<file path="config.mk">
export PLATFORM = sky130hd
export DESIGN_NAME = shift_seq_ctrl
export DESIGN_NICKNAME = d
export VERILOG_FILES = /design/src/rtl/shift_seq_ctrl_pkg.sv /design/src/rtl/shift_reg_core.sv /design/src/rtl/shift_seq_ctrl.sv
export SDC_FILE = /design/constraint.sdc
export NUM_CORES = 1
export LEC_CHECK = 0
export ABC_AREA = 1
export CORE_MARGIN = 2
export CORE_UTILIZATION = 59
export DETAILED_ROUTE_END_ITERATION = 8
export DONT_BUFFER_PORTS = 1
export HOLD_SLACK_MARGIN = 0.1
export PLACE_DENSITY = 0.75
export SYNTH_ARGS = -nofsm -noshare
export SYNTH_HDL_FRONTEND = slang
export SYNTH_SLANG_ARGS = --single-unit
</file>
<file path="constraint.sdc">
create_clock -name clk -period 1.6 [get_ports clk]
set_input_delay 0.16 -clock clk [delete_from_list [all_inputs] [get_ports clk]]
set_output_delay 0.16 -clock clk [all_outputs]
set_load 0.03 [all_outputs]
</file>
<file path="src/rtl/shift_seq_ctrl_pkg.sv">
// rtl/shift_seq_ctrl_pkg.sv - shared state encoding and direction constants
package shift_seq_ctrl_pkg;

  typedef enum logic [1:0] {
    ST_IDLE  = 2'd0,
    ST_SHIFT = 2'd1,
    ST_DONE  = 2'd2
  } state_e;

  localparam logic DIR_LEFT  = 1'b1;
  localparam logic DIR_RIGHT = 1'b0;

endpackage

</file>
<file path="src/rtl/shift_reg_core.sv">
// rtl/shift_reg_core.sv - bidirectional serial-in shift register with sync clear
module shift_reg_core #(
  parameter int WIDTH = 4
) (
  input  logic             clk,
  input  logic             clr_n,
  input  logic             en,
  input  logic             left,
  input  logic             ser_in,
  output logic [WIDTH-1:0] q
);
  import shift_seq_ctrl_pkg::*;

  logic [WIDTH-1:0] q_q;
  logic [WIDTH-1:0] q_d;

  always_comb begin
    q_d = q_q;
    if (en) begin
      if (left == DIR_LEFT) q_d = {q_q[WIDTH-2:0], ser_in};
      else                  q_d = {ser_in, q_q[WIDTH-1:1]};
    end
  end

  always_ff @(posedge clk) begin
    if (!clr_n) q_q <= '0;
    else        q_q <= q_d;
  end

  assign q = q_q;

endmodule

</file>
<file path="src/rtl/shift_seq_ctrl.sv">
// rtl/shift_seq_ctrl.sv - command sequencer feeding a parallel word serially into shift_reg_core
module shift_seq_ctrl #(
  parameter int WIDTH = 4,
  parameter int DIV   = 1
) (
  input  logic             clk,
  input  logic             rst_n,
  input  logic             cmd_valid,
  output logic             cmd_ready,
  input  logic             cmd_left,
  input  logic [WIDTH-1:0] cmd_data,
  input  logic             abort,
  output logic [WIDTH-1:0] q,
  output logic             ser_bit,
  output logic             shift_en,
  output logic             busy,
  output logic             done
);
  import shift_seq_ctrl_pkg::*;

  localparam int CW = $clog2(WIDTH + 1);
  localparam int DW = (DIV > 1) ? $clog2(DIV) : 1;

  state_e           state_q, state_d;
  logic [CW-1:0]    bit_cnt_q, bit_cnt_d;
  logic [DW-1:0]    div_cnt_q, div_cnt_d;
  logic [WIDTH-1:0] data_q, data_d;
  logic             left_q, left_d;
  logic             done_q, done_d;
  logic [WIDTH-1:0] data_rev;
  logic [WIDTH-1:0] data_sh;
  logic             tick;

  // Left commands are stored bit-reversed so both directions emit data_q[bit_cnt].
  always_comb begin
    data_rev = '0;
    for (int i = 0; i < WIDTH; i++) data_rev[i] = cmd_data[WIDTH-1-i];
  end

  assign tick      = (state_q == ST_SHIFT) && (div_cnt_q == DW'(DIV - 1));
  assign data_sh   = data_q >> bit_cnt_q;
  assign cmd_ready = (state_q == ST_IDLE);
  assign busy      = (state_q != ST_IDLE);
  assign shift_en  = tick;
  assign ser_bit   = (state_q == ST_SHIFT) & data_sh[0];
  assign done      = done_q;

  always_comb begin
    state_d   = state_q;
    bit_cnt_d = bit_cnt_q;
    div_cnt_d = div_cnt_q;
    data_d    = data_q;
    left_d    = left_q;
    done_d    = 1'b0;
    case (state_q)
      ST_IDLE: begin
        if (cmd_valid) begin
          data_d    = (cmd_left == DIR_LEFT) ? data_rev : cmd_data;
          left_d    = cmd_left;
          bit_cnt_d = '0;
          div_cnt_d = '0;
          state_d   = ST_SHIFT;
        end
      end
      ST_SHIFT: begin
        if (abort) begin
          bit_cnt_d = '0;
          div_cnt_d = '0;
          state_d   = ST_IDLE;
        end else if (tick) begin
          div_cnt_d = '0;
          bit_cnt_d = bit_cnt_q + 1'b1;
          if (bit_cnt_q == CW'(WIDTH - 1)) begin
            state_d = ST_DONE;
            done_d  = 1'b1;
          end
        end else begin
          div_cnt_d = div_cnt_q + 1'b1;
        end
      end
      ST_DONE: begin
        bit_cnt_d = '0;
        state_d   = ST_IDLE;
      end
      default: state_d = ST_IDLE;
    endcase
  end

  always_ff @(posedge clk) begin
    if (!rst_n) begin
      state_q   <= ST_IDLE;
      bit_cnt_q <= '0;
      div_cnt_q <= '0;
      data_q    <= '0;
      left_q    <= 1'b0;
      done_q    <= 1'b0;
    end else begin
      state_q   <= state_d;
      bit_cnt_q <= bit_cnt_d;
      div_cnt_q <= div_cnt_d;
      data_q    <= data_d;
      left_q    <= left_d;
      done_q    <= done_d;
    end
  end

  // Abort takes priority over a shift due on the same edge.
  shift_reg_core #(.WIDTH(WIDTH)) u_core (
    .clk    (clk),
    .clr_n  (rst_n),
    .en     (tick & ~abort),
    .left   (left_q),
    .ser_in (ser_bit),
    .q      (q)
  );

endmodule
</file>
==> flow_metrics.py <==
metrics = {
    "run_status": {
        "status": "finished clean",
    },
    "route": {
        "drtPass1Iterations": 4,
        "drt_iter0_drc": 20,
        "wl_per_cell_um": 11.8,
        "totalWireLength_mm": 1.75,
        "routed_via_density": 5.45,
        "final_antenna_net_count": 0,
        "num_vias": 806,
        "drc": 0,
    },
    "die": {
        "die_y_um": 42.6,
        "die_w_um": 42.6,
        "io_pins": 18,
        "initial_core_util": 0.652,
        "num_rows": 13,
        "dieArea_mm2": 0.00182,
        "core_area_mm2": 0.00135,
    },
    "pwr": {
        "p_per_area_mw_per_mm2": 906,
        "ir_drop_v": 0.000518,
        "total_power_mw": 0.879,
        "p_leak_nw": 0.481,
    },
    "min_path": {
        "min_path_cells": 3,
        "hp-start": "cmd_left",
        "hp-class": "primary input to flip-flop",
        "whs_endpoint": "data_q[3]",
    },
    "global_route": {
        "antenna_found_initial": 0,
        "grt_pass1_vias": 757,
        "grt_start_max_net_pins": 14,
        "grt_first_pass_wirelength_mm": 2.97,
        "track_usage": 0.217,
        "grt_overflow_total": 0,
    },
    "run": {
        "cap_viol_max_count": 0,
    },
    "final_layout": {
        "nFillCells": 115,
        "antenna_cells": 0,
        "layout.nets": 145,
        "syn2layout_area_growth_pct": 10.2,
        "drive_gt1_frac": 0.150,
    },
    "synth": {
        "synth_common_cells": "21 x nand2_1, 19 x inv_1, 19 x nor2_1",
        "yosys.area.top_type": "dfxtp_1",
        "yosysMostFrequentCell": "nand2_1",
        "yosys_warnings": 0,
        "synth_edf_count": 0,
        "synthArstFlopShare": 0,
        "synth_top_area_share": 0.364,
        "ys.flop_type": "dfxtp_1",
        "netlist_area_um2": 880,
        "yosys-top-cells-area": "dfxtp_1 36%, nand2_1 9.0%, inv_1 8.1%",
        "syn_nets": 137,
        "seq_area_frac_synth": 0.364,
        "synth_cells": 126,
        "ys_types": 24,
        "avgSynthCellArea_um2": 6.98,
        "synth_seq_cells": 16,
    },
    "placement": {
        "place_hpwl_mm": 1.35,
        "place_congestion": 0.779,
        "io_buffers": 0,
    },
    "clock_network": {
        "cts-buffers-inserted": 3,
        "path_clk_slew_ns": 0.10,
        "clkSinkCount": 16,
        "cts_tree": "done",
        "cts-root-buf": "clkbuf_4",
        "clock_latency_ns": 0.29,
        "clk_path_buf_depth": 2,
        "cts_setup_buffers": 0,
        "cts-htree-levels": 1,
    },
    "setup_path": {
        "setup.worst_path.start_class": "flip-flop",
        "regToRegEndpoint": "bit_cnt_q[2]",
        "r2r_cells": 7,
        "critPathMaxFanout": 4,
        "cp.arrival_ns": 1.34,
        "crit_type": "flip-flop to output pin",
        "worst_r2r_startpoint": "bit_cnt_q[0]",
        "cp.required_ns": 1.44,
        "rrSetupSlack_ns": 0.35,
        "end_kind": "output pin",
    },
    "timing": {
        "setup_viol": 0,
        "rsz0062_at_grt": "no",
        "worst_pin_slew_ns": 0.412,
        "finalClockSkew_ns": 0.00520,
        "fin_crit_ns": 1.50,
        "drv_slew": 0,
        "hold_viol": 0,
        "fin_setup_tns_ns": 0,
        "fmax_mhz": 666,
        "finalCritPeriodShare": 0.939,
        "relSlewSlack": 0.724,
    },
}
critical path, cell delays in order (launching register included):
cell     delay, ns
dfxtp_1       0.46
nand2_2       0.12
nor2_1        0.16
and3_2        0.31
final cells by class:
type | instances | area [um^2] | area share
clock buffer | 4 | 36.3 | 0.0374
inverter | 23 | 91.3 | 0.0942
multi-input combinational | 85 | 458 | 0.472
sequential | 16 | 320 | 0.330
tap | 15 | 18.8 | 0.0194
timing repair buffer | 5 | 45.0 | 0.0465
cells by family (layout without fill, tap and decap cells):
logic type	Yosys count	in the layout	share of synthesized area
adder cells (fa/ha/maj)	2	2	0.0284
flip-flops	16	16	0.364
AND/OR/NAND/NOR	61	61	0.366
AO/OA/AOI/OAI	22	22	0.125
buffers and inverters	25	32	0.117
what timing repair did:
action | in CTS | in global routing
resized for setup | 0 | 1
hold buffers | 3 | 0
setup endpoints to repair | 0 | 1
hold endpoints to repair | 16 | 0
per-stage QoR:
step                instance area (um^2)  instances  hold slack (ns)  setup WS [ns]  utilization
floorplan                            880        126            0.298          0.388            -
global placement                     902        141            0.288          0.392        0.668
CTS                                  968        148            0.110         0.0293        0.717
detailed placement                   902        141            0.292          0.370        0.668
finish                               970        148            0.118         0.0976        0.718
global route                         970        148            0.127         0.0316        0.718
flip-flops by register name, summed over array words and instances (netlist names):
name       cells
bit_cnt_q      3
data_q         4
u_core.q       4
state_q        2
left_q         1
div_cnt_q      1
done           1
worst max path at each step:
stage / startpoint / end / cells past startpoint
6_report: state_q[0] / ser_bit / 3
5_1_grt: state_q[0] / ser_bit / 3
4_1_cts: state_q[0] / ser_bit / 3
3_5_place_dp: state_q[0] / ser_bit / 3
3_3_place_gp: state_q[0] / ser_bit / 3
2_1_floorplan: state_q[1] / left_q / 6
power breakdown:
group	switching, mW	leakage (nW)	internal, mW
clock	0.136	0.0210	0.139
sequential	0.0305	0.131	0.422
combinational	0.0970	0.328	0.0546
total	0.264	0.481	0.615
metal layers:
layer | vias up | share of wire | GRT usage
met3 | 6 | 0.038 | 0.0431
li1 | 417 | - | -
met2 | 22 | 0.50 | 0.382
met1 | 361 | 0.44 | 0.247
met4 | 0 | 0.025 | 0.106
met5 | - | 0 | 0
cells in the final DEF, fill, tap and decap left out:
| cell | netlist | layout |
|---|---|---|
| nor3_1 | 3 | 3 |
| nor2_1 | 19 | 19 |
| nor2_2 | 1 | 1 |
| dlygate4sd3_1 | 0 | 3 |
| nand3_1 | 2 | 2 |
| nand2_2 | 2 | 2 |
| a21oi_1 | 6 | 6 |
| nand3_2 | 1 | 1 |
| nor2_4 | 2 | 2 |
| nand2_1 | 21 | 21 |
| buf_4 | 0 | 2 |
| o21ai_0 | 13 | 13 |
| o21ai_1 | 3 | 3 |
| nor2_8 | 1 | 1 |
| dfxtp_1 | 16 | 16 |
| inv_1 | 19 | 19 |
| ha_1 | 2 | 2 |
| nand4_1 | 5 | 5 |
| nand2_4 | 1 | 1 |
| inv_4 | 2 | 2 |
| nand3b_4 | 1 | 1 |
| nor4_1 | 1 | 1 |
| and3_2 | 0 | 1 |
| clkbuf_4 | 1 | 3 |
| inv_2 | 2 | 2 |
| clkbuf_8 | 0 | 1 |
Power figures use the tool's default switching activity.
